<file path="config.mk">
export PLATFORM = sky130hd
export DESIGN_NAME = circle_sprite_raster
export DESIGN_NICKNAME = d
export VERILOG_FILES = /design/src/rtl/circle_sprite_raster.sv
export SDC_FILE = /design/constraint.sdc
export NUM_CORES = 1
export LEC_CHECK = 0
export ABC_AREA = 1
export CORE_MARGIN = 1
export CORE_UTILIZATION = 55
export DETAILED_ROUTE_END_ITERATION = 10
export PLACE_DENSITY = 0.87
export SLEW_MARGIN = 15
export SYNTH_ARGS = -nofsm -noshare
export SYNTH_HDL_FRONTEND = slang
export SYNTH_SLANG_ARGS = --single-unit
</file>
<file path="constraint.sdc">
create_clock -name clock -period 4.6 [get_ports clock]
set_input_delay 1.15 -clock clock [delete_from_list [all_inputs] [get_ports clock]]
set_output_delay 1.15 -clock clock [all_outputs]
set_load 0.05 [all_outputs]
</file>
<file path="src/rtl/circle_sprite_raster.sv">
// Row-serial circle sprite rasteriser on a valid/ready row stream.
// Define SPRITE_ANNULUS_EN to add inner_radius and punch an annulus hole.
module circle_sprite_raster #(
  parameter  int MAX_RADIUS = 31,
  localparam int RAD_W      = $clog2(MAX_RADIUS + 1),
  localparam int IDX_W      = $clog2(2 * MAX_RADIUS + 1),
  localparam int N          = 2 * MAX_RADIUS + 1
) (
  input  logic             clock,
  input  logic             reset_L,
  input  logic             start,
  input  logic [RAD_W-1:0] radius,
`ifdef SPRITE_ANNULUS_EN
  input  logic [RAD_W-1:0] inner_radius,
`endif
  output logic             row_valid,
  input  logic             row_ready,
  output logic [IDX_W-1:0] row_idx,
  output logic [N-1:0]     row_bits,
  output logic             busy,
  output logic             frame_done
);
  localparam int SQ_W = 2 * RAD_W + 1;
  localparam logic [RAD_W-1:0] RMAX = RAD_W'(MAX_RADIUS);
  localparam logic [RAD_W-1:0] R1   = RAD_W'(1);
  localparam logic [SQ_W-1:0]  S1   = SQ_W'(1);
  localparam logic [SQ_W-1:0]  CSQ  = SQ_W'(MAX_RADIUS * MAX_RADIUS);
  localparam logic [IDX_W-1:0] LAST = IDX_W'(N - 1);
  localparam logic [IDX_W-1:0] CIDX = IDX_W'(MAX_RADIUS);

  typedef enum logic [2:0] {
    IDLE, LOAD, ROWSET, SEARCH, EMIT
  } state_t;

  state_t state, state_nx;

  logic [RAD_W-1:0] r, ady, w;
  logic [SQ_W-1:0]  r2, dsq, rem, wsq;
  logic [N-1:0]     span, row_nx;
  logic             o_hi, o_lo, o_set;
  logic             settled, last_acc;

  function automatic logic [RAD_W-1:0] clamp(
    input logic [RAD_W-1:0] v
  );
    return (int'(v) > MAX_RADIUS) ? RMAX : v;
  endfunction

  assign o_hi  = wsq >= rem;
  assign o_lo  = (wsq + SQ_W'({w, 1'b1})) < rem;
  assign o_set = !o_hi && !o_lo;

  always_comb begin
    span = '0;
    for (int j = 0; j < N; j++)
      span[j] = (j >= MAX_RADIUS - int'(w)) &&
                (j <= MAX_RADIUS + int'(w));
  end

`ifdef SPRITE_ANNULUS_EN
  logic [RAD_W-1:0] rin, wi;
  logic [SQ_W-1:0]  rin2, remi, wisq;
  logic [N-1:0]     ispan;
  logic             in_act, i_hi, i_lo, i_set;

  assign i_hi  = wisq >= remi;
  assign i_lo  = (wisq + SQ_W'({wi, 1'b1})) < remi;
  assign i_set = !in_act || (!i_hi && !i_lo);

  always_comb begin
    ispan = '0;
    for (int j = 0; j < N; j++)
      ispan[j] = (j >= MAX_RADIUS - int'(wi)) &&
                 (j <= MAX_RADIUS + int'(wi));
  end

  assign settled = o_set && i_set;
  assign row_nx  = span & ~(in_act ? ispan : '0);
`else
  assign settled = o_set;
  assign row_nx  = span;
`endif

  assign row_valid = state == EMIT;
  assign busy      = state != IDLE;
  assign last_acc  = row_valid && row_ready &&
                     row_idx == LAST;

  always_ff @(posedge clock or negedge reset_L) begin
    if (!reset_L) state <= IDLE;
    else          state <= state_nx;
  end

  always_comb begin
    state_nx = state;
    unique case (state)
      IDLE:    if (start) state_nx = LOAD;
      LOAD:    state_nx = ROWSET;
      ROWSET:  state_nx = (ady >= r) ? EMIT : SEARCH;
      SEARCH:  if (settled) state_nx = EMIT;
      EMIT:
        if (row_ready)
          state_nx = (row_idx == LAST) ? IDLE : ROWSET;
      default: state_nx = IDLE;
    endcase
  end

  always_ff @(posedge clock or negedge reset_L) begin
    if (!reset_L) begin
      r          <= '0;
      r2         <= '0;
      ady        <= '0;
      dsq        <= '0;
      rem        <= '0;
      w          <= '0;
      wsq        <= '0;
      row_idx    <= '0;
      row_bits   <= '0;
      frame_done <= 1'b0;
    end else begin
      frame_done <= last_acc;
      unique case (state)
        IDLE:
          if (start) r <= clamp(radius);
        LOAD: begin
          r2      <= SQ_W'(r) * SQ_W'(r);
          dsq     <= CSQ;
          ady     <= RMAX;
          row_idx <= '0;
          w       <= '0;
          wsq     <= '0;
        end
        ROWSET: begin
          rem <= (ady >= r) ? '0 : r2 - dsq;
          if (ady >= r) row_bits <= '0;
        end
        SEARCH: begin
          unique case (1'b1)
            o_hi: begin
              w   <= w - R1;
              wsq <= wsq - SQ_W'({w, 1'b0}) + S1;
            end
            o_lo: begin
              w   <= w + R1;
              wsq <= wsq + SQ_W'({w, 1'b1});
            end
            default: ;
          endcase
          if (settled) row_bits <= row_nx;
        end
        EMIT:
          if (row_ready && row_idx != LAST) begin
            row_idx <= row_idx + IDX_W'(1);
            // dy < 0 shrinks |dy|, dy >= 0 grows it
            if (row_idx < CIDX) begin
              ady <= ady - R1;
              dsq <= dsq - SQ_W'({ady, 1'b0}) + S1;
            end else begin
              ady <= ady + R1;
              dsq <= dsq + SQ_W'({ady, 1'b1});
            end
          end
        default: ;
      endcase
    end
  end

`ifdef SPRITE_ANNULUS_EN
  always_ff @(posedge clock or negedge reset_L) begin
    if (!reset_L) begin
      rin    <= '0;
      rin2   <= '0;
      remi   <= '0;
      wi     <= '0;
      wisq   <= '0;
      in_act <= 1'b0;
    end else begin
      unique case (state)
        IDLE:
          if (start) rin <= clamp(inner_radius);
        LOAD: begin
          rin2 <= SQ_W'(rin) * SQ_W'(rin);
          wi   <= '0;
          wisq <= '0;
        end
        ROWSET: begin
          in_act <= ady < rin;
          remi   <= (ady < rin) ? rin2 - dsq : '0;
        end
        SEARCH:
          if (in_act) begin
            unique case (1'b1)
              i_hi: begin
                wi   <= wi - R1;
                wisq <= wisq - SQ_W'({wi, 1'b0}) + S1;
              end
              i_lo: begin
                wi   <= wi + R1;
                wisq <= wisq + SQ_W'({wi, 1'b1});
              end
              default: ;
            endcase
          end
        default: ;
      endcase
    end
  end
`endif

endmodule

</file>
==> flow_summary.ini, run 1 <==
[routing]
viasPerCell = 5.68
first_iter_violations = 906
post-route-drc-count = 0
drtAntennaViolNets = 0
drtPass1Iterations = 8
routedWlPerCell_um = 15.7
routed_wirelength_um = 26900
num_vias = 9706

[floorplanning]
die_x_um = 137
die_area_mm2 = 0.0188
core_area_mm2 = 0.0179
ios = 81
die-height_um = 137
num_rows = 49
start_util = 0.561

[critical_path]
r2r_start = w[4]
required_ns = 4.91
startpoint_type = flip-flop
criticalPathCategory = reg -> reg
critPathMaxFanout = 43
end_kind = flip-flop
cp.arrival_ns = 4.38
crit_path_start = w[4]

[clocking]
postCtsSetupBuffers = 0
clock_latency_ns = 0.43
cts_buffers = 17
cts_tree = built
cts-resized-gates = 0
htreeDepth = 4
cts_root_buf = clkbuf_16
cts_buffer_depth = 2
clkTransAtPathRegs_ns = 0.06
clock_sinks = 130
cts.hold.buffers_added = 0

[cells_and_area]
drive_gt1_frac = 0.0615
nets = 1594
multi_input_area_mm2 = 0.00591
seqCellArea_mm2 = 0.00325
fin_cells = 1709
finish.instance_area_mm2 = 0.0117
fillCellCount = 1505
area_growth_syn_to_layout_pct = 16.1
antenna_cells = 0

[timing]
finalMaxSlewViolations = 0
fin_hold_ws_ns = 0.466
max_freq_mhz = 246
setup_tns_ns = 0
finalCritPeriodShare = 0.885
rsz0062_at_grt = no
final_hold_viol_count = 0
setup_viol = 0
clock_skew_ns = 0.00732
finalCriticalPeriod_ns = 4.07
slew-limit-headroom = 0.311
tightest_slew_ns = 1.03

[logic_synthesis]
yosysSeqAreaShare = 0.324
yosysUniqueCellTypes = 48
synth_nets = 1522
syn_inst = 1399
syn-mean-instance-area_um2 = 7.18
synth_seq_cells = 130
synthFlopType = dfrtp_1
synth-edff-count = 0
yosys_warnings = 0
netlist_area_mm2 = 0.0100
synthArstFlopShare = 1.00

[placed_design]
dp_cells = 1681
numPortBuffers = 80
dpl_cell_area_mm2 = 0.0110
place_congestion = 0.925
hpwl_um = 19700

[grt]
antenna_found_initial = 0
grt_pass1_wl_um = 43600
gr-total-overflow = 0
grt_max_degree = 78
grt_pass1_vias = 8976
grt.total_usage = 0.297

[hold_path]
hp-start = row_bits[62]
hp-class = reg -> reg

[flow_run]
maxCapViolCount = 0

[run_status]
outcome = finished clean
==> Yosys cell counts (all sizes together), types with 2 or more instances <==
cell / number / area (um^2)
o21bai: 2 / 15.0
ha: 105 / 1310
clkbuf: 6 / 22.5
xor2: 9 / 78.8
nor3: 15 / 85.1
o22ai: 7 / 43.8
and3: 2 / 12.5
nand2: 433 / 1660
dfrtp: 130 / 3250
buf: 36 / 218
or2: 6 / 37.5
a31oi: 8 / 50.1
nor2: 101 / 449
nand3: 168 / 861
nand3b: 2 / 15.0
fa: 9 / 180
xnor2: 11 / 96.3
o21ai: 52 / 260
o211ai: 5 / 37.5
a22oi: 2 / 15.0
nand4: 35 / 219
a21oi: 74 / 389
inv: 168 / 633
a21o: 5 / 37.5
==> registers in the layout, indices dropped and copies added, names as in the netlist, 6 cells and up <==
register	cells
row_idx	6
wsq	11
r2	9
row_bits	63
dsq	11
rem	11
==> cell type report <==
cell class | count | share of cell area
inverters | 169 | 0.0547
multi-input cells | 1058 | 0.507
repair buffers | 95 | 0.0793
clock buffers | 24 | 0.0448
clock inverters | 4 | 0.0103
flip-flops and latches | 130 | 0.279
well taps | 229 | 0.0246
==> per-layer routing <==
layer | vias to the layer above | share of wire | GRT usage
met3 | 62 | 0.060 | 0.0496
met1 | 4526 | 0.43 | 0.382
met5 | - | 0 | 0
li1 | 4703 | - | -
met4 | 0 | 0.033 | 0.125
met2 | 415 | 0.48 | 0.494
==> through the flow <==
stage,utilization,setup WS [ns]
after floorplan,-,0.843
after global placement,0.615,0.823
after detailed placement,0.615,0.666
after CTS,0.651,0.581
after global routing,0.651,0.198
final,0.651,0.529
==> logic make-up (layout without fill, tap and decap cells) <==
logic type / after synthesis / in the layout / synth area share
and+or+nand+nor: 764 / 764 / 0.334
AOI/OAI and AO/OA: 160 / 160 / 0.0884
xor gates and xnor gates: 20 / 20 / 0.0174
buffers and inverters: 211 / 292 / 0.0874
adders and majority gates: 114 / 114 / 0.149
DFF: 130 / 130 / 0.324
==> critical path, stage by stage (launching register included) <==
cell and delay [ns]:
dfrtp_1 0.38, inv_2 0.17, ha_1 0.31, inv_1 0.12, a21oi_1 0.10, or2_2 0.29, nand2_1 0.10, nand2_1 0.06
nand2_1 0.07, nand2_1 0.06, ha_1 0.30, nand2_1 0.07, nor2_1 0.16, nand3_1 0.12, nand3_1 0.36, buf_4 0.25
nand3_1 0.10, nand2_2 0.11, buf_4 0.41, inv_2 0.19, o21ai_0 0.14, nand2_1 0.08
==> placed cells by master, fill, tap and decap left out, types with 2 or more instances in the layout <==
cell type | netlist | layout
ha_1 | 105 | 105
nand2_2 | 11 | 11
o21ai_0 | 44 | 44
nand3_1 | 164 | 164
a31oi_1 | 8 | 8
o22ai_1 | 7 | 7
and3_1 | 2 | 2
nor2_8 | 2 | 2
a22oi_1 | 2 | 2
bufinv_16 | 0 | 4
clkbuf_16 | 0 | 17
buf_4 | 9 | 15
a21oi_2 | 2 | 2
inv_2 | 10 | 10
nor2_4 | 4 | 4
o21ai_1 | 8 | 8
a21oi_1 | 71 | 71
nor2_1 | 92 | 92
inv_1 | 157 | 157
fa_1 | 9 | 9
nand3_2 | 4 | 4
xnor2_1 | 11 | 11
o21bai_1 | 2 | 2
nand3b_1 | 2 | 2
clkdlybuf4s50_1 | 0 | 79
or2_2 | 6 | 6
xor2_1 | 9 | 9
clkbuf_8 | 0 | 7
a21o_1 | 5 | 5
nor3_2 | 2 | 2
nor2_2 | 3 | 3
o211ai_1 | 5 | 5
nor3_1 | 13 | 13
nand4_1 | 35 | 35
dfrtp_1 | 130 | 130
nand2_1 | 421 | 421
==> path summary, 6_finish.rpt <==
kind	to	slack (ns)	cells after the start
max	w[4]	0.53	21
min	row_bits[62]	0.47	2
max reg2reg	w[4]	0.53	21
min reg2reg	row_bits[62]	0.47	2
max in group asynchronous	dsq[4]	2.85	2
min in group asynchronous	row_bits[20]	0.90	1
Power of run 1 is left out: the tool's default activity adds up to more than one toggle a clock period on the data nets, which glitch-free logic cannot reach.
==> run 2: changes to the inputs <==
--- a/config.mk
+++ b/config.mk
@@ -8,6 +8,7 @@
 export ABC_AREA = 1
 export CORE_MARGIN = 1
 export CORE_UTILIZATION = 55
+export CTS_BUF_LIST = sky130_fd_sc_hd__clkbuf_8
 export DETAILED_ROUTE_END_ITERATION = 10
 export PLACE_DENSITY = 0.87
 export SLEW_MARGIN = 15
==> run 2 against run 1 <==
Effect of this change: largest cell class unchanged; via count fell by 1.1%; die area did not move; cell count did not move; first-iteration DRC count fell by 9.1%.
==> flow_summary.ini, run 2 (synthesis gave the netlist of run 1 again) <==
[run_status]
outcome = finished clean

[placed_design]
numPortBuffers = 80
place_congestion = 0.925
hpwl_um = 19700
dp_cells = 1681
dpl_cell_area_mm2 = 0.0110

[grt]
antenna_found_initial = 0
gr-total-overflow = 0
grt_pass1_vias = 9014
grt_pass1_wl_um = 43300
grt.total_usage = 0.295
grt_max_degree = 78

[cells_and_area]
final_cell_mix = nand2_1 (421), nand3_1 (164), inv_1 (157)
top_register = row_bits
multi_input_area_mm2 = 0.00591
area_growth_syn_to_layout_pct = 14.1
fin_cells = 1709
drive_gt1_frac = 0.0615
fillCellCount = 1557
antenna_cells = 0
seqCellArea_mm2 = 0.00325
mostFrequentLayoutCell = nand2_1
largest_reg_flops = 63
nets = 1594
finish.instance_area_mm2 = 0.0115

[timing]
finalCritPeriodShare = 0.879
max_freq_mhz = 247
rsz0062_at_grt = no
finalMaxSlewViolations = 0
finalCriticalPeriod_ns = 4.04
setup_viol = 0
slew-limit-headroom = 0.329
setup_tns_ns = 0
fin_hold_ws_ns = 0.470
tightest_slew_ns = 1.01
final_hold_viol_count = 0
clock_skew_ns = 0.0132

[routing]
num_vias = 9600
post-route-drc-count = 0
viasPerCell = 5.62
routed_wirelength_um = 26400
routedWlPerCell_um = 15.4
drtPass1Iterations = 5
drtAntennaViolNets = 0
first_iter_violations = 824

[critical_path]
reg2reg_slack_ns = 0.56
criticalPathCategory = reg -> reg
required_ns = 4.95
cp_common_cell = nand2_1
cp.arrival_ns = 4.40
end_kind = flip-flop
slowest_stage = ha_1
critPathTopFamily = simple AND/OR/NAND/NOR gates
crit_buf_inv = 3
critPathMaxFanout = 10
slowest_delay_ns = 0.49
cp_cell_sequence = inv_2, ha_1, inv_1, a21oi_1, or2_2, nand2_1, nand2_1, nand2_1, nand2_1, ha_1, a21o_1, nor2_1, nand3_1, ha_1, a21oi_1, nand2_1, xor2_1, nand2_1, inv_1, o21ai_0, nand2_1
startpoint_type = flip-flop

[clocking]
cts-resized-gates = 0
cts.hold.buffers_added = 0
cts_tree = built
cts_buffers = 17
htreeDepth = 4
cts_buffer_depth = 2
clock_latency_ns = 0.46
clock_sinks = 130
postCtsSetupBuffers = 0
clkTransAtPathRegs_ns = 0.08
cts_root_buf = clkbuf_8

[floorplanning]
die-height_um = 137
die_x_um = 137
ios = 81
start_util = 0.561
die_area_mm2 = 0.0188
core_area_mm2 = 0.0179
num_rows = 49

[hold_path]
hp-class = reg -> reg

[flow_run]
maxCapViolCount = 0
-- run 2: area by class of cell --
type	instances	share of cell area
Timing Repair Buffer	95	0.0806
Sequential cell	130	0.284
Inverter	169	0.0556
Clock buffer	24	0.0288
Multi-Input combinational cell	1058	0.516
Clock inverter	4	0.0105
Tap cell	229	0.0250
-- run 2: metal layers --
| metal | vias up | GRT usage | part of all wire |
|---|---|---|---|
| li1 | 4704 | - | - |
| met1 | 4482 | 0.377 | 0.43 |
| met2 | 342 | 0.482 | 0.48 |
| met3 | 72 | 0.0544 | 0.056 |
| met4 | 0 | 0.136 | 0.038 |
| met5 | - | 0 | 0 |
-- run 2: worst min-delay path, cell delays in order (launching register included) --
cell	delay [ns]
dfrtp_1	0.34
nand2_1	0.05
nand2_1	0.04
-- run 2: through the flow --
step                      utilization  setup WS (ns)
after floorplan                     -          0.843
after global placement          0.615          0.823
after detailed placement        0.615          0.666
after CTS                       0.640          0.615
after global routing            0.640          0.287
final                           0.640          0.557
-- run 2: path summary, 6_finish.rpt --
| kind | start | to | depth (start not counted) |
|---|---|---|---|
| worst min-delay path | row_bits[62] | row_bits[62] | 2 |
| max in group asynchronous | reset_L | dsq[5] | 2 |
| min in group asynchronous | reset_L | row_bits[20] | 1 |
| worst max register to register | w[4] | w[4] | 21 |
| worst max-delay path | w[4] | w[4] | 21 |
| worst min register to register | row_bits[62] | row_bits[62] | 2 |
Power of run 2 is left out for the same reason.
==> run 3: changes to the inputs <==
--- a/config.mk
+++ b/config.mk
@@ -8,7 +8,6 @@
 export ABC_AREA = 1
 export CORE_MARGIN = 1
 export CORE_UTILIZATION = 55
-export CTS_BUF_LIST = sky130_fd_sc_hd__clkbuf_8
 export DETAILED_ROUTE_END_ITERATION = 10
 export PLACE_DENSITY = 0.87
 export SLEW_MARGIN = 15
==> results of run 3 <==
Same layout as run 1: the final DEF is identical, and so are final timing and power.
Power of run 3 is left out for the same reason.
==> variant: new RTL, config.mk and constraints of run 3 <==
The 5 states of `state_t` get a one-hot encoding in 5 bits.
--- a/src/rtl/circle_sprite_raster.sv
+++ b/src/rtl/circle_sprite_raster.sv
@@ -30,4 +30,4 @@
 
-  typedef enum logic [2:0] {
-    IDLE, LOAD, ROWSET, SEARCH, EMIT
+  typedef enum logic [4:0] {
+    IDLE = 5'b00001, LOAD = 5'b00010, ROWSET = 5'b00100, SEARCH = 5'b01000, EMIT = 5'b10000
   } state_t;
Behaviour: no difference found for any inputs over 4 cycles, from zero or initial values and one cycle with reset_L low; so few cycles prove little.
==> variant against run 3 <==
  * The flow now finishes with violations (design-rule violations)
  * Die area increased by 2.9%
  * Synthesized area increased by 3.0%
  * Routed wire length decreased by 1.4%
  * Non-clock buffer count decreased by 1
  * Design area increased by 1.3%
  * Sequential cell count increased by 2
  * Worst setup slack got worse by 0.074 ns
  * Critical path type unchanged
==> variant: results (changes against run 3) <==
Outcome:
- The flow ran to the end, but the final reports show violations.
- The final reports fail on design-rule violations.

Detailed routing:
- The number of search-and-repair iterations in the first detailed-routing pass is 9 (+1).
- The number of remaining DRC errors is 8 (+8).
- The total via count after detailed routing was 9794 (+0.91%).
- The final routed wire length divided by cell count is 15.3 microns (-2.4%).
- The number of DRC markers in iteration 0 came to 896 (-1.1%).

Cells and area:
- The register with the most flip-flops in the final layout is row_bits.
- The number of nets in the final layout came to 1607 (+0.82%).
- The commonest non-fill, non-tap cell in the layout is sky130_fd_sc_hd__nand2_1.
- The sequential cell area in the final layout is 3300 sq um (+1.6%).
- The proportion of layout cells with a drive suffix above 1 is 6.01% (-0.14 points).
- The fill cell total of the finished layout was 1507 (+0.13%).

Global route:
- The number of antenna violations at the first check in global routing is 0 (unchanged).
- The via count of the first global-routing pass is 9241 (+3.0%).
- The overall global routing resource usage is 28.3% (-1.5 points).
- The wire length of the first global-routing pass was 44.5 mm (+1.9%).
- The largest net degree at the start of global routing came to 70 (-10%).

Synth:
- The net count of the mapped netlist is 1541 (+1.2%).
- The proportion of synthesized chip area in sequential cells is 32.0% (-0.43 points).
- The count of cell types in the netlist is 46 (-4.2%).
- The commonest cells after synthesis are sky130_fd_sc_hd__nand2_1 (435), sky130_fd_sc_hd__inv_1 (167), sky130_fd_sc_hd__nand3_1 (154).
- Ranked by total cell area, the synthesized netlist is headed by sky130_fd_sc_hd__dfrtp_1 (32%), sky130_fd_sc_hd__nand2_1 (16%), sky130_fd_sc_hd__ha_1 (13%).

STA:
- The pin slew with the least headroom to its limit is 0.688 ns (-0.346 ns).
- The worst clock skew was 0.00929 ns (+0.00197 ns).

Placement:
- The final weighted congestion in routability-driven placement is 0.942 (+1.8%).
- The detailed placement HPWL is 19.4 mm (-1.4%).
- The post-detailed-placement cell area was 11200 sq um (+1.9%).
- The minimum setup slack after placement is 0.641 ns (-0.0256 ns).

Setup path:
- The cell with the largest stage delay on the worst path is sky130_fd_sc_hd__nand2_4.
- The highest net fanout along the worst path came to 64 (+49%).
- The delay of the slowest critical-path stage came to 0.57 ns (+0.16 ns).
- The critical path data arrival time is 4.52 ns (+0.14 ns).
- The startpoint of the most critical register-to-register path is w[1].

Clock tree:
- The count of instances resized after the clock tree is built was 0 (unchanged).
- The clock buffer count from CTS is 17 (unchanged).
- After clock tree synthesis, the clock-pin slew on the worst setup and hold paths is 0.07 ns.
- The buffer count from post-CTS setup fixing was 0 (unchanged).

Min path:
- The startpoint identified for the worst hold timing path is row_bits[23].
## variant: cell count changes after synthesis, moves of 5 or more
cell	run 3	this run
sky130_fd_sc_hd__inv_1	157	167
sky130_fd_sc_hd__xor2_1	9	15
sky130_fd_sc_hd__nand3_1	164	154
sky130_fd_sc_hd__buf_6	1	9
sky130_fd_sc_hd__a21oi_1	71	63
sky130_fd_sc_hd__o21bai_1	2	7
sky130_fd_sc_hd__o21ai_1	8	1
sky130_fd_sc_hd__nor2_1	92	78
sky130_fd_sc_hd__nand2_1	421	435
sky130_fd_sc_hd__nand4_1	35	51
## variant: cells by family (layout without fill, tap and decap cells)
logic type / count (synthesis) / count (layout) / synth area share (%)
AOI/OAI and AO/OA: 148 / 148 / 8.04
xor gates and xnor gates: 30 / 30 / 2.54
adders and majority gates: 114 / 114 / 14.5
buffers and inverters: 222 / 301 / 9.41
DFF: 132 / 132 / 32.0
and+or+nand+nor: 772 / 772 / 33.6
## variant: stage by stage
step / cells / power [mW]
floorplan: 1418 / 4.77
global placement: 1694 / 5.55
detailed placement: 1694 / 5.68
CTS: 1726 / 7.11
global route: 1726 / 7.77
finish: 1726 / 7.18
## variant: path summary, 6_finish.rpt
check	end	slack (ns)	cells past startpoint
setup / recovery	row_bits[43]	0.46	18
hold / removal	row_bits[23]	0.47	2
setup reg to reg	row_bits[43]	0.46	18
hold reg to reg	row_bits[23]	0.47	2
max in group asynchronous	dsq[7]	2.93	2
min in group asynchronous	row_bits[31]	0.72	1
## variant: worst reg2reg max path, delay by kind of cell, from the launching register on
family / cells / cell delay, ns
AO/OA/AOI/OAI: 1 / 0.20
flip-flops: 1 / 0.38
adder cells (fa/ha/maj): 2 / 0.66
AND/OR/NAND/NOR: 13 / 2.58
buffers and inverters: 2 / 0.26
## variant: layout make-up
class,count,area share [%]
multi-input combinational,1064,51.4
clock inverter,15,1.36
sequential,132,28.0
clock buffer,17,3.61
timing repair buffer,94,7.69
tap,229,2.43
inverter,175,5.57
## variant: power by group through the flow
stage	clock [mW]	sequential, mW	combinational, mW
6_report	1.37	1.49	4.31
5_1_grt	1.43	1.51	4.82
4_1_cts	1.38	1.48	4.24
3_5_place_dp	0	1.50	4.18
3_3_place_gp	0	1.50	4.05
2_1_floorplan	0	1.49	3.28
## variant: routing by layer
metal,wire length [microns],global-route usage (%),vias up
met2,12900,48.4,349
li1,-,-,4770
met4,680,11.5,0
met3,1550,4.35,47
met1,11300,35.7,4628
met5,0,0,-
